**config.mk**
```make
export PLATFORM = sky130hd
export DESIGN_NAME = htif_target_bridge
export DESIGN_NICKNAME = d
export VERILOG_FILES = /design/src/rtl/htif_pkg.sv /design/src/rtl/htif_wmask_merge.sv /design/src/rtl/htif_target_bridge.sv
export SDC_FILE = /design/constraint.sdc
export NUM_CORES = 1
export LEC_CHECK = 0
export BUFFER_PORTS_ARGS = -buffer_cell sky130_fd_sc_hd__buf_2
export CAP_MARGIN = 20
export CORE_AREA = 4 4 219 221
export DETAILED_ROUTE_END_ITERATION = 6
export DIE_AREA = 0 0 223 225
export RECOVER_POWER = 100
export SLEW_MARGIN = 20
export SYNTH_ARGS = -nofsm -noshare
export SYNTH_HDL_FRONTEND = slang
export SYNTH_SLANG_ARGS = --single-unit
```
**constraint.sdc**
```tcl
create_clock -name clk -period 1.88 [get_ports clk]
set_clock_uncertainty 0.1 [all_clocks]
set_input_delay 0 -clock clk [delete_from_list [all_inputs] [get_ports clk]]
set_output_delay 0 -clock clk [all_outputs]
set_load 0.05 [all_outputs]
```
**src/rtl/htif_pkg.sv**
```systemverilog
// Shared HTIF encodings: host request opcodes, bridge FSM states and word widths.
package htif_pkg;

    localparam int HTIF_DATA_BITS = 64;
    localparam int HTIF_TAG_BITS  = 12;
    localparam int HTIF_LINE_BITS = 2 * HTIF_DATA_BITS;

    localparam logic [3:0] OP_RD_MEM = 4'd0;
    localparam logic [3:0] OP_WR_MEM = 4'd1;
    localparam logic [3:0] OP_RD_CR  = 4'd2;
    localparam logic [3:0] OP_WR_CR  = 4'd3;
    localparam logic [3:0] OP_START  = 4'd4;
    localparam logic [3:0] OP_STOP   = 4'd5;

    typedef enum logic [2:0] {
        ST_IDLE    = 3'd0,
        ST_RD_REQ  = 3'd1,
        ST_RD_WAIT = 3'd2,
        ST_WR_REQ  = 3'd3,
        ST_RESP    = 3'd4
    } htif_state_e;

endpackage

```
**src/rtl/htif_wmask_merge.sv**
```systemverilog
// Merges a byte-masked 64-bit host word into one half of a 128-bit memory line.
module htif_wmask_merge
    import htif_pkg::*;
(
    input  logic [HTIF_LINE_BITS-1:0] old_line,
    input  logic [HTIF_DATA_BITS-1:0] wdata,
    input  logic [7:0]                wmask,
    input  logic                      hi_sel,
    output logic [HTIF_LINE_BITS-1:0] new_line
);

    logic [HTIF_DATA_BITS-1:0] half_old;
    logic [HTIF_DATA_BITS-1:0] half_new;

    always_comb begin
        half_old = hi_sel ? old_line[HTIF_LINE_BITS-1:HTIF_DATA_BITS]
                          : old_line[HTIF_DATA_BITS-1:0];
        half_new = half_old;
        for (int i = 0; i < 8; i++) begin
            if (wmask[i]) begin
                half_new[8*i +: 8] = wdata[8*i +: 8];
            end
        end
        new_line = old_line;
        if (hi_sel) begin
            new_line[HTIF_LINE_BITS-1:HTIF_DATA_BITS] = half_new;
        end else begin
            new_line[HTIF_DATA_BITS-1:0] = half_new;
        end
    end

endmodule

```
**src/rtl/htif_target_bridge.sv**
```systemverilog
// HTIF target responder: executes one host request at a time against the core's
// memory port and control registers, returning one tagged response per request.
module htif_target_bridge
    import htif_pkg::*;
#(
    parameter int MEM_ADDR_BITS = 26,
    parameter int MEM_DATA_BITS = 128,
    parameter int MEM_TAG_BITS  = 5,
    parameter int MEM_TAG       = 0
) (
    input  logic                      clk,
    input  logic                      reset_n,
    input  logic                      htif_req_val,
    output logic                      htif_req_rdy,
    input  logic [3:0]                htif_req_op,
    input  logic [31:0]               htif_req_addr,
    input  logic [HTIF_DATA_BITS-1:0] htif_req_data,
    input  logic [7:0]                htif_req_wmask,
    input  logic [HTIF_TAG_BITS-1:0]  htif_req_tag,
    output logic                      htif_resp_val,
    output logic [HTIF_DATA_BITS-1:0] htif_resp_data,
    output logic [HTIF_TAG_BITS-1:0]  htif_resp_tag,
    input  logic [31:0]               htif_tohost,
    output logic [31:0]               htif_fromhost,
    output logic                      htif_fromhost_wen,
    output logic                      htif_start,
    output logic                      htif_stop,
    output logic                      mem_req_val,
    input  logic                      mem_req_rdy,
    output logic                      mem_req_rw,
    output logic [MEM_ADDR_BITS-1:0]  mem_req_addr,
    output logic [MEM_DATA_BITS-1:0]  mem_req_data,
    output logic [MEM_TAG_BITS-1:0]   mem_req_tag,
    input  logic                      mem_resp_val,
    input  logic [MEM_DATA_BITS-1:0]  mem_resp_data,
    input  logic [MEM_TAG_BITS-1:0]   mem_resp_tag,
    output logic [2:0]                dbg_state
);

    localparam logic [MEM_TAG_BITS-1:0] BRIDGE_TAG = MEM_TAG_BITS'(MEM_TAG);

    htif_state_e                state_q, state_d;
    logic [3:0]                 op_q, op_d;
    // Line address plus the half-select bit (byte address bits [MEM_ADDR_BITS+3:3]).
    logic [MEM_ADDR_BITS:0]     laddr_q, laddr_d;
    logic [HTIF_DATA_BITS-1:0]  wdata_q, wdata_d;
    logic [7:0]                 wmask_q, wmask_d;
    logic [HTIF_TAG_BITS-1:0]   tag_q, tag_d;
    logic [HTIF_DATA_BITS-1:0]  rdata_q, rdata_d;
    logic [MEM_DATA_BITS-1:0]   line_q, line_d;
    logic [31:0]                fromhost_q, fromhost_d;
    logic                       fromhost_wen_q, fromhost_wen_d;
    logic                       start_q, start_d;
    logic                       stop_q, stop_d;

    logic                       addr_oor;
    logic                       resp_hit;
    logic                       hi_sel;
    logic [HTIF_DATA_BITS-1:0]  resp_half;
    logic [MEM_DATA_BITS-1:0]   merged_line;
    logic                       unused_addr_bits;

    assign addr_oor  = (htif_req_addr >> (MEM_ADDR_BITS + 4)) != 32'd0;
    assign resp_hit  = mem_resp_val && (mem_resp_tag == BRIDGE_TAG);
    assign hi_sel    = laddr_q[0];
    assign resp_half = hi_sel ? mem_resp_data[MEM_DATA_BITS-1:HTIF_DATA_BITS]
                              : mem_resp_data[HTIF_DATA_BITS-1:0];
    assign unused_addr_bits = ^htif_req_addr[2:0];

    htif_wmask_merge u_merge (
        .old_line (mem_resp_data),
        .wdata    (wdata_q),
        .wmask    (wmask_q),
        .hi_sel   (hi_sel),
        .new_line (merged_line)
    );

    always_comb begin
        state_d        = state_q;
        op_d           = op_q;
        laddr_d        = laddr_q;
        wdata_d        = wdata_q;
        wmask_d        = wmask_q;
        tag_d          = tag_q;
        rdata_d        = rdata_q;
        line_d         = line_q;
        fromhost_d     = fromhost_q;
        fromhost_wen_d = 1'b0;
        start_d        = start_q;
        stop_d         = 1'b0;
        case (state_q)
            ST_IDLE: begin
                if (htif_req_val) begin
                    op_d    = htif_req_op;
                    laddr_d = htif_req_addr[MEM_ADDR_BITS+3:3];
                    wdata_d = htif_req_data;
                    wmask_d = htif_req_wmask;
                    tag_d   = htif_req_tag;
                    rdata_d = '0;
                    state_d = ST_RESP;
                    case (htif_req_op)
                        OP_RD_MEM, OP_WR_MEM: if (!addr_oor) state_d = ST_RD_REQ;
                        OP_RD_CR: rdata_d = {32'b0, htif_tohost};
                        OP_WR_CR: begin
                            fromhost_d     = htif_req_data[31:0];
                            fromhost_wen_d = 1'b1;
                        end
                        OP_START: start_d = 1'b1;
                        OP_STOP:  stop_d  = 1'b1;
                        default: ;
                    endcase
                end
            end
            ST_RD_REQ: if (mem_req_rdy) state_d = ST_RD_WAIT;
            ST_RD_WAIT: begin
                // Writes read the whole line first so the unmasked store keeps other bytes.
                if (resp_hit) begin
                    if (op_q == OP_RD_MEM) begin
                        rdata_d = resp_half;
                        state_d = ST_RESP;
                    end else begin
                        line_d  = merged_line;
                        state_d = ST_WR_REQ;
                    end
                end
            end
            ST_WR_REQ: if (mem_req_rdy) state_d = ST_RESP;
            ST_RESP:   state_d = ST_IDLE;
            default:   state_d = ST_IDLE;
        endcase
    end

    always_ff @(posedge clk or negedge reset_n) begin
        if (!reset_n) begin
            state_q        <= ST_IDLE;
            op_q           <= '0;
            laddr_q        <= '0;
            wdata_q        <= '0;
            wmask_q        <= '0;
            tag_q          <= '0;
            rdata_q        <= '0;
            line_q         <= '0;
            fromhost_q     <= '0;
            fromhost_wen_q <= 1'b0;
            start_q        <= 1'b0;
            stop_q         <= 1'b0;
        end else begin
            state_q        <= state_d;
            op_q           <= op_d;
            laddr_q        <= laddr_d;
            wdata_q        <= wdata_d;
            wmask_q        <= wmask_d;
            tag_q          <= tag_d;
            rdata_q        <= rdata_d;
            line_q         <= line_d;
            fromhost_q     <= fromhost_d;
            fromhost_wen_q <= fromhost_wen_d;
            start_q        <= start_d;
            stop_q         <= stop_d;
        end
    end

    // Handshakes: a transfer happens on a clock edge where val && rdy; a source
    // holds val and its payload stable until that edge; responses have no ready.
    assign htif_req_rdy      = (state_q == ST_IDLE);
    assign htif_resp_val     = (state_q == ST_RESP);
    assign htif_resp_data    = rdata_q;
    assign htif_resp_tag     = tag_q;
    assign htif_fromhost     = fromhost_q;
    assign htif_fromhost_wen = fromhost_wen_q;
    assign htif_start        = start_q;
    assign htif_stop         = stop_q;
    assign mem_req_val       = (state_q == ST_RD_REQ) || (state_q == ST_WR_REQ);
    assign mem_req_rw        = (state_q == ST_WR_REQ);
    assign mem_req_addr      = laddr_q[MEM_ADDR_BITS:1];
    assign mem_req_data      = line_q;
    assign mem_req_tag       = BRIDGE_TAG;
    assign dbg_state         = state_q;

endmodule
```
Word level (Yosys, flattened, before mapping):

Cells that the tools add are included.

* output and inout bits: 277
* register bits: 345

* eq/ne operators: 14
* bitwise operators: 1
* multiplexer cells: 30
* reductions and logical operators: 15

Operators with widths (count)
* $mux 64: 6
* $pmux 64 s2: 1
* $mux 8: 8
* $mux 32: 1
* $reduce_bool 32->1: 1
* $mux 3: 7
* $pmux 3 s4: 1
* $ne 2x2->1 const B: 5
* $reduce_and 3->1: 3
* $eq 4x2->1 const B: 2
* $eq 4x3->1 const B: 2
* $logic_not 4->1: 2
* $reduce_and 4->1: 2
* $eq 3x2->1 const B: 2
* $mux 1: 6
* $logic_not 5->1: 1
* $eq 4x1->1 const B: 1
* $eq 3x1->1 const B: 1
* $eq 3x3->1 const B: 1
* $logic_not 3->1: 1
* $reduce_and 2->1: 1
* $reduce_bool 2->1: 1
* $reduce_or 2->1: 1
* $logic_and 1x1->1: 1
* 2 further kinds: 2

Logic depth before layout (Yosys ltp):

Gate-level depths: netlist of run 1.

* depth after elaboration: 5
* mapped depth: 9

Hierarchy:

A second synthesis of run 1 with hierarchy kept.

* cells, all modules: 1405
* area total of the unflattened synthesis: 16384.5 um2

By module, submodules not included
* htif_target_bridge: instances 1, cells an instance 1252, seq. area each 8633.3 um2, area each 14774.2 um2
* htif_wmask_merge: instances 1, cells an instance 153, seq. area each 0.0 um2, area each 1610.3 um2

Worst setup path after synthesis of run 1:

No wires, ideal clock.

* path type: register -> register
* from: register state_q[2], in the netlist dbg_state[2]
* to: register rdata_q[10], in the netlist htif_resp_data[10]
* stages on the path, launching flop included: 7
* arrival time: 2.643 ns
* library setup time: 0.125 ns
* data required time: 1.655 ns
* setup slack: -0.988 ns
* cells stage by stage: dfrtp_1 > buf_2 > nor3_2 > nand2_1 > o21ai_4 > buf_4 > mux2_2

* longest elaborated chain between the ends: 3

Ends and longest elaborated chain
* from (decl): line htif_target_bridge.sv:42 `htif_state_e state_q, state_d;`
* from (signal assigned): line htif_target_bridge.sv:148 `state_q <= state_d;`
* $logic_not 3->1 *
* net htif_req_rdy: line htif_target_bridge.sv:14 `output logic htif_req_rdy,`
* $ne 2x2->1 (no line) / $reduce_bool 2->1 (equally long branches)
* $reduce_and 4->1 (no line)
* to (signal assigned): line htif_target_bridge.sv:154 `rdata_q <= rdata_d;`
* to (decl): line htif_target_bridge.sv:49 `logic [HTIF_DATA_BITS-1:0] rdata_q, rdata_d;`

Mark *: on every way through the listed nets, which the timed path passes. The rest lies on a longest branch.
A chain may end at the register's enable or synchronous reset.

Worst setup path after layout of run 1:

* from: register op_q[3]
* to: register rdata_q[23], in the netlist htif_resp_data[23]

* longest elaborated chain between the ends: 3

Ends and longest elaborated chain
* from (decl): line htif_target_bridge.sv:43 `logic [3:0] op_q, op_d;`
* from (signal assigned): line htif_target_bridge.sv:149 `op_q <= op_d;`
* $logic_not 4->1: line htif_target_bridge.sv:118 `if (op_q == OP_RD_MEM) begin`
* $ne 2x2->1 (no line)
* $reduce_and 4->1 (no line)

Every way passes these cells.

==> reports/summary.txt, run 1 <==
Clock transition at path regs: 0.06 ns
Die Width: 223 µm
#FFs+latches synth: 345
total power: 41400 µW
Seq/Total Area, Yosys: 0.564
# setup viols final: 235
Setup crit end kind: flip-flop
fin cells: 3020
final net count: 2668
worst-case clock buffer depth: 3
Post-DRT Antenna Nets: 0
Max-slew headroom: 0.420
Pwr Density: 1690 nW/µm²
Buffers & Inverters on Critical Path: 2
DRT iter0 DRCs: 868
Skew-Pair Late Insertion Delay: 0.56 ns
drc violations: 0
Detailed Routing Iterations Pass 1: 5
synthesized area: 15300 µm²
Final WS setup: -0.190 ns
fmax: 483 MHz
largest net degree at the start of global routing: 57
Post-synth EDFFs: 0
num rows: 79
CTS buffer count: 41
run status: finished, violations left
Post-Syn Instances: 1452
VDD IR max: 1.13 mV
fin crit share: 1.10
leakage power: 0.0122 µW
GR peak layer: met2
Startpoint Class: flip-flop
violated checks: negative setup slack
CTS tree: built
placed insts: 2617
ys async rst share: 1.00
slowest stage delay, CP: 0.55 ns
GRT Total Usage: 0.226
Synth top cells by count: nand2_1, dfrtp_1, mux2i_1
leading area contributor after synthesis: dfrtp_1
Post-Route WL: 62.6 mm
slowest CP cell: or4_4
I/O pin cnt: 567
hpwl dp: 39.9 mm
CP Class: flip-flop to flip-flop
worst hold path class: input pin to flip-flop
Least-Margin Pin Slew: 0.870 ns
CTS H-tree lvls: 2
Final Hold Viols: 0
top cells by area, synth: dfrtp_1, mux2i_1, nand2_1
Crit path max-delay family: simple AND/OR/NAND/NOR gates
Max FO, Critical Path: 8
synthesis warning total: 0
number of global-route vias before repair: 15732
most common cell in the netlist: nand2_1
Netlist cell types: 36
first-pass GRT wire length: 89.6 mm
M2 GR Usage: 0.392
met3 GRT Util: 0.0537
RSZ-0062 raised after global routing: yes
Worst EP required: 2.22 ns
RD Place Congestion: 0.911
initial antenna violation count: 1
grt met1 use: 0.270
Syn Area/Cell: 10.5 µm²
layout cells sized above 1: 0.258
CTS Sinks: 345
die area: 50200 µm²
DR vias: 14767
CP arrival: 2.41 ns
Synth-to-Final Area Change: 60.1%
MaxCap Viol Count: 0
area share of the largest cell type after synthesis: 0.564
Slew Viols, Final: 0
Die Y: 225 µm
I/O Buffers: 558
ys flop type: dfrtp_1
Wirelength per Cell: 20.7 µm
CP cell instances: or4_4 > o21ai_4 > buf_12 > buf_8 > mux2_2
Initial Util: 0.331
CTS root buf: clkbuf_16
Final Critical Period: 2.07 ns
floorplan core area: 46200 µm²
drt via density: 4.89
total congestion overflow: 0
-- cell type report --
cell class / count / area, µm²
flip-flops and latches: 345 / 8640
diodes: 2 / 5.00
well taps: 607 / 759
clock buffers: 61 / 1220
repair buffers: 977 / 7230
clock inverters: 15 / 121
inverters: 3 / 11.3
fillers: 4125 / 21700
multi-input cells: 1010 / 6500
-- power by group --
| part | internal [µW] | leakage (µW) | switching [µW] |
|---|---|---|---|
| clock | 4670 | 0.000672 | 3280 |
| combinational | 6220 | 0.00700 | 14500 |
| sequential | 10400 | 0.00452 | 2190 |
-- registers in the layout (all words and copies together) (netlist names) --
signal and cells:
dbg_state 3, htif_fromhost 32, htif_fromhost_wen 1, htif_resp_data 64
htif_resp_tag 12, htif_start 1, htif_stop 1, laddr_q 27
mem_req_data 128, op_q 4, wdata_q 64, wmask_q 8
-- routing by layer --
layer	up-vias	part of all wire	routed length [µm]
met5	-	0	0
met2	629	0.49	30700
met3	166	0.069	4330
li1	6741	-	-
met1	7231	0.40	24900
met4	0	0.043	2710
-- kinds of logic (layout without fill, tap and decap cells) --
family | Yosys count | in the layout | share of synthesized area
buffers and inverters | 101 | 1056 | 0.0334
multiplexers | 288 | 288 | 0.196
AO/OA/AOI/OAI | 171 | 171 | 0.0655
flip-flops | 345 | 345 | 0.564
AND/OR/NAND/NOR | 546 | 546 | 0.140
other | 1 | 7 | 0.000245
-- final timing paths --
path	cells past startpoint	start	to	slack (ns)
min in group asynchronous	3	reset_n	htif_resp_tag[10]	0.55
max in group asynchronous	4	reset_n	htif_resp_data[14]	0.20
worst max-delay path	5	op_q[3]	htif_resp_data[23]	-0.19
worst min-delay path	4	htif_req_data[39]	wdata_q[39]	0.06
worst min register to register	2	htif_resp_tag[10]	htif_resp_tag[10]	0.37
worst max register to register	5	op_q[3]	htif_resp_data[23]	-0.19
-- repair_timing --
item                                   CTS  global route
gates resized for setup                 26            81
hold buffers                           281             0
pin swaps                                3             4
setup endpoints to repair              215           248
endpoints found under the hold margin  690             0
setup buffers                           11            10
cloned                                  10            14
-- cell usage in the layout, fill, tap and decap left out, types with 3 or more instances in the layout --
cell	n
dlygate4sd3_1	281
buf_2	290
nor2_1	37
clkbuf_2	7
buf_16	9
dfrtp_2	3
clkinv_2	9
buf_8	7
conb_1	5
clkbuf_8	8
nor2b_1	9
clkbuf_16	54
mux2i_1	192
nand2_1	481
o2bb2ai_1	25
buf_6	19
mux2_4	42
o21ai_0	110
o21ai_2	4
dfrtp_1	341
o2bb2ai_4	4
clkbuf_1	276
o2bb2ai_2	3
buf_12	29
mux2_2	54
inv_6	3
buf_4	53
a21oi_1	3
inv_1	3
bufbuf_16	3
o21ai_1	16
-- worst min-delay path, cell delays in order --
cell and delay (ns):
dlygate4sd3_1 0.52, buf_2 0.09, nand2_1 0.04, nand2_1 0.05
-- per-stage QoR --
stage	setup WS, ns	utilization	TNS [ns]	instance area, µm²	hold slack [ns]
finish	-0.190	0.531	-19.83	24500	0.0639
CTS	-0.158	0.524	-18.42	24200	0.0302
global placement	-0.135	0.424	-7.92	19600	-0.126
floorplan	-0.471	-	-78.66	15500	-0.396
global route	-0.216	0.531	-41.05	24500	0.0624
detailed placement	-0.151	0.424	-11.39	19600	-0.125
Power figures use the tool's default switching activity.
==> run 2: changes to the inputs <==
- CORE_AREA: 4 4 219 221 -> 4 4 221 223
- DIE_AREA: 0 0 223 225 -> 0 0 225 227
- clock period: 1.88 -> 1.98 ns (I/O delays scaled with it)
==> run 2 against run 1 <==
Net effect: the flow still finishes with violations (negative setup slack); maximum frequency about the same; via count is 2.1% lower; clock power decreased by 2.9%; final area down 3.9%; global-route usage down 1.2 points; largest cell class unchanged; total power shrank 7.0%; flip-flop and latch count is the same; sequential share of layout area is 1.4 points higher; sequential power down 6%; wire length is 5.0% lower.
==> reports/summary.txt, run 2 (synthesis gave the netlist of run 1 again) <==
Post-DRT Antenna Nets: 0
most frequent cells in the layout: nand2_1, dfrtp_1, buf_2, dlygate4sd3_1, clkbuf_1
Pwr Density: 1630 nW/µm²
worst-case clock buffer depth: 3
Setup crit end kind: flip-flop
hpwl dp: 38.3 mm
Sequential Area: 8640 µm²
CTS root buf: clkbuf_16
worst hold path class: input pin to flip-flop
RD Place Congestion: 0.843
CP cell instances: or4_4 > o21ai_4 > buf_6 > clkbuf_16 > mux2_2
CP Class: flip-flop to flip-flop
Worst EP required: 2.31 ns
Post-Route WL: 59.4 mm
grt met1 use: 0.256
violated checks: negative setup slack
I/O pin cnt: 567
leakage power: 0.0117 µW
CTS tree: built
total power: 38500 µW
final core utilization: 0.506
VDD IR max: 1.13 mV
Synth-to-Final Area Change: 53.8%
Max-slew headroom: 0.262
drc violations: 0
layout cells sized above 1: 0.239
max FFs per register: 128
floorplan core area: 46600 µm²
total congestion overflow: 0
initial antenna violation count: 3
Slew Viols, Final: 0
final net count: 2624
GRT Total Usage: 0.214
CTS H-tree lvls: 2
Die Width: 225 µm
Max FO, Critical Path: 8
largest net degree at the start of global routing: 118
Detailed Routing Iterations Pass 1: 5
Wirelength per Cell: 20.0 µm
M2 GR Usage: 0.369
# setup viols final: 61
CTS buffer count: 41
Clock transition at path regs: 0.06 ns
Final Critical Period: 2.07 ns
drt via density: 4.86
Startpoint Class: flip-flop
Skew-Pair Late Insertion Delay: 0.54 ns
slowest CP cell: or4_4
DRT iter0 DRCs: 833
slowest stage delay, CP: 0.56 ns
die area: 51100 µm²
CTS Sinks: 345
Final WS setup: -0.0898 ns
Initial Util: 0.329
WHS: 0.0883 ns
setup TNS: -2.34 ns
num rows: 79
number of global-route vias before repair: 15277
run status: finished, violations left
fmax: 483 MHz
Final Hold Viols: 0
met3 GRT Util: 0.0509
first-pass GRT wire length: 86.6 mm
GR peak layer: met2
dpl ws: -0.0709 ns
Layout fillers: 4203
MaxCap Viol Count: 0
DR vias: 14463
RSZ-0062 raised after global routing: yes
CP arrival: 2.40 ns
fin crit share: 1.05
Die Y: 227 µm
commonest non-fill, non-tap cell in the layout: nand2_1
Least-Margin Pin Slew: 1.11 ns
I/O Buffers: 558
multi-input logic area: 6350 µm²
## run 2: cell types whose count changed in the layout (fill, tap and decap cells not counted), sizes merged
| cell | previous run | this run |
|---|---|---|
| buf | 407 | 365 |
| bufbuf | 3 | 0 |
| diode | 2 | 5 |
| inv | 7 | 4 |
| clkbuf | 347 | 345 |
| dlygate4sd3 | 281 | 283 |
| bufinv | 1 | 2 |
| clkinv | 10 | 9 |
| clkinvlp | 0 | 1 |
## run 2: power by group
group / internal [µW] / switching [µW]
registers: 9920 / 1910
logic: 5320 / 13600
clock network: 4690 / 3020
total: 19900 / 18500
## run 2: worst max-delay path: cells and delay by family (launching register included)
kind	cells	cell delay, ns
AO/OA/AOI/OAI	1	0.21
multiplexers	1	0.34
flip-flops	1	0.38
AND/OR/NAND/NOR	1	0.56
buffers and inverters	2	0.37
## run 2: per-stage QoR
| step | cell area [µm²] | cells |
|---|---|---|
| 5_1_grt | 23500 | 2974 |
| 3_5_place_dp | 19200 | 2589 |
| 4_1_cts | 23600 | 2950 |
| 3_3_place_gp | 19200 | 2589 |
| 6_report | 23500 | 2976 |
| 2_1_floorplan | 15400 | 1456 |
## run 2: layer usage
metal / up-vias / part of all wire / wire, µm
met5: - / 0 / 0
met4: 0 / 0.045 / 2680
met3: 180 / 0.071 / 4230
met2: 667 / 0.49 / 28900
met1: 6968 / 0.40 / 23600
li1: 6648 / - / -
## run 2: what timing repair did
action	CTS	global route
endpoints found under the hold margin	679	0
gates resized for setup	20	33
hold buffers	283	0
gates cloned	1	11
buffers inserted	4	10
setup endpoints to repair	66	153
pin swaps	2	2
## run 2: area by class of cell
type	count	area share
Sequential cell	345	0.367
Timing Repair Buffer	933	0.271
Multi-Input combinational cell	1010	0.270
Clock buffer	60	0.0540
Tap cell	607	0.0323
Clock inverter	13	0.00516
Antenna cell	5	0.000532
Inverter	3	0.000478
## run 2: final timing paths
kind / startpoint / endpoint / slack, ns / depth (start not counted)
max: op_q[1] / htif_resp_data[12] / -0.09 / 5
min: mem_resp_tag[4] / dbg_state[2] / 0.09 / 5
max reg2reg: op_q[1] / htif_resp_data[12] / -0.09 / 5
min reg2reg: mem_req_data[121] / mem_req_data[121] / 0.38 / 2
max in group asynchronous: reset_n / mem_req_data[67] / 0.09 / 5
min in group asynchronous: reset_n / htif_fromhost[10] / 0.60 / 3
==> run 3: changes to the inputs <==
- RECOVER_POWER: 100 -> 50
==> run 3 against run 2 <==
Net effect: the run still ends with negative setup slack left; combinational power hardly changed; final area grew 0.53%; utilization increased by 0.27 points; non-clock buffer count stayed put; clock power hardly changed; total power increased by 0.17%; maximum frequency hardly changed.
==> reports/summary.txt, run 3 (synthesis gave the netlist of run 1 again) <==
run status: finished, violations left
violated checks: negative setup slack
Skew-Pair Late Insertion Delay: 0.54 ns
CP arrival: 2.40 ns
I/O pin cnt: 567
CTS Sinks: 345
RSZ-0062 raised after global routing: yes
CP Class: flip-flop to flip-flop
Clock transition at path regs: 0.06 ns
share of total power in the clock network: 0.200
CTS H-tree lvls: 2
total congestion overflow: 0
drc violations: 0
Startpoint Class: flip-flop
fin crit share: 1.04
Die Y: 227 µm
Synth-to-Final Area Change: 54.6%
Pwr Density: 1630 nW/µm²
GRT Total Usage: 0.214
CTS root buf: clkbuf_16
Layout fillers: 4184
Sequential Power Share: 0.307
CTS tree: built
MaxCap Viol Count: 0
sw frac: 0.482
slowest stage delay, CP: 0.56 ns
Final Hold Viols: 0
Detailed Routing Iterations Pass 1: 5
Final Critical Period: 2.07 ns
Max-slew headroom: 0.268
worst hold path class: input pin to flip-flop
Initial Util: 0.329
Post-DRT Antenna Nets: 0
Wirelength per Cell: 20.0 µm
CP cell instances: or4_4 > o21ai_4 > buf_6 > clkbuf_16 > mux2_2
layout cells sized above 1: 0.241
largest net degree at the start of global routing: 118
Setup crit end kind: flip-flop
VDD IR max: 1.13 mV
Post-Route WL: 59.5 mm
floorplan core area: 46600 µm²
first-pass GRT wire length: 86.6 mm
max FFs per register: 128
hpwl dp: 38.3 mm
Crit path max-delay family: simple AND/OR/NAND/NOR gates
drt via density: 4.87
final core utilization: 0.508
combinational share of power: 0.492
Final WS setup: -0.0880 ns
Least-Margin Pin Slew: 1.10 ns
number of global-route vias before repair: 15277
most frequent cells in the layout: nand2_1, dfrtp_1, buf_2, dlygate4sd3_1, clkbuf_1
slowest CP cell: or4_4
# setup viols final: 57
Sw Pwr: 18600 µW
fmax: 484 MHz
CTS buffer count: 41
RD Place Congestion: 0.843
Max FO, Critical Path: 8
initial antenna violation count: 3
Slew Viols, Final: 0
num rows: 79
Pint: 20000 µW
Worst EP required: 2.31 ns
I/O Buffers: 558
Buffers & Inverters on Critical Path: 2
DR vias: 14481
setup TNS: -2.35 ns
final net count: 2624
commonest non-fill, non-tap cell in the layout: nand2_1
DRT iter0 DRCs: 848
Die Width: 225 µm
die area: 51100 µm²
leakage power: 0.0118 µW
worst-case clock buffer depth: 3
==> run 3: changes by cell type in the layout (fill, tap and decap cells not counted) <==
cell,delta
buf_12,+2
buf_16,+2
buf_8,-2
dfrtp_2,+1
clkbuf_4,-3
clkbuf_1,-3
diode_2,-1
buf_6,-3
clkbuf_16,+4
clkbuf_2,-5
buf_4,+5
buf_2,+3
dfrtp_1,-1
==> run 3: worst reg2reg max path, cell delays in order (launching register included) <==
cell and delay (ns):
dfrtp_1 0.38, or4_4 0.56, o21ai_4 0.21, buf_6 0.18
clkbuf_16 0.19, mux2_2 0.34
==> run 3: final timing paths <==
kind / startpoint / to / slack [ns] / cells past startpoint
max: op_q[1] / htif_resp_data[12] / -0.09 / 5
min: mem_resp_tag[4] / dbg_state[2] / 0.08 / 5
max reg2reg: op_q[1] / htif_resp_data[12] / -0.09 / 5
min reg2reg: laddr_q[23] / laddr_q[23] / 0.37 / 2
max in group asynchronous: reset_n / mem_req_data[67] / 0.10 / 5
min in group asynchronous: reset_n / htif_fromhost[10] / 0.58 / 3
==> run 3: timing repair <==
item | 4_1_cts | 5_1_grt
endpoints found under the setup margin | 66 | 153
pin swaps | 2 | 2
hold buffers | 283 | 0
gates cloned | 1 | 11
endpoints found under the hold margin | 679 | 0
resized for setup | 20 | 33
buffers inserted | 4 | 10
==> run 3: final cells by class <==
class / count / area (µm²) / area share
diodes: 4 / 10.0 / 0.000423
clock buffers: 60 / 1270 / 0.0537
clock inverters: 13 / 121 / 0.00513
inverters: 3 / 11.3 / 0.000476
multi-input cells: 1010 / 6350 / 0.268
flip-flops and latches: 345 / 8640 / 0.365
well taps: 607 / 759 / 0.0321
repair buffers: 933 / 6500 / 0.275
==> run 3: through the flow <==
step                      setup WS [ns]  power [µW]  instances  cell area, µm²  hold slack (ns)
final                           -0.0880       38500       2975           23700           0.0818
after global routing             -0.124       40400       2974           23700           0.0686
after CTS                       -0.0690       38700       2950           23600           0.0238
after detailed placement        -0.0709       30100       2589           19200           -0.101
after global placement          -0.0397       29800       2589           19200           -0.102
after floorplan                  -0.372       24700       1456           15400           -0.396
==> run 3: layer usage <==
| layer | track usage | vias to the layer above | part of all wire |
|---|---|---|---|
| li1 | - | 6641 | - |
| met1 | 0.256 | 7000 | 0.40 |
| met2 | 0.369 | 663 | 0.49 |
| met3 | 0.0509 | 177 | 0.073 |
| met4 | 0.0955 | 0 | 0.046 |
| met5 | 0 | - | 0 |
==> run 3: power by group through the flow <==
stage | clock network [µW] | logic (µW) | registers [µW]
6_report | 7720 | 19000 | 11800
5_1_grt | 8210 | 20000 | 12100
4_1_cts | 7920 | 19000 | 11700
3_5_place_dp | 0 | 18300 | 11800
3_3_place_gp | 0 | 18100 | 11700
2_1_floorplan | 0 | 5900 | 18800
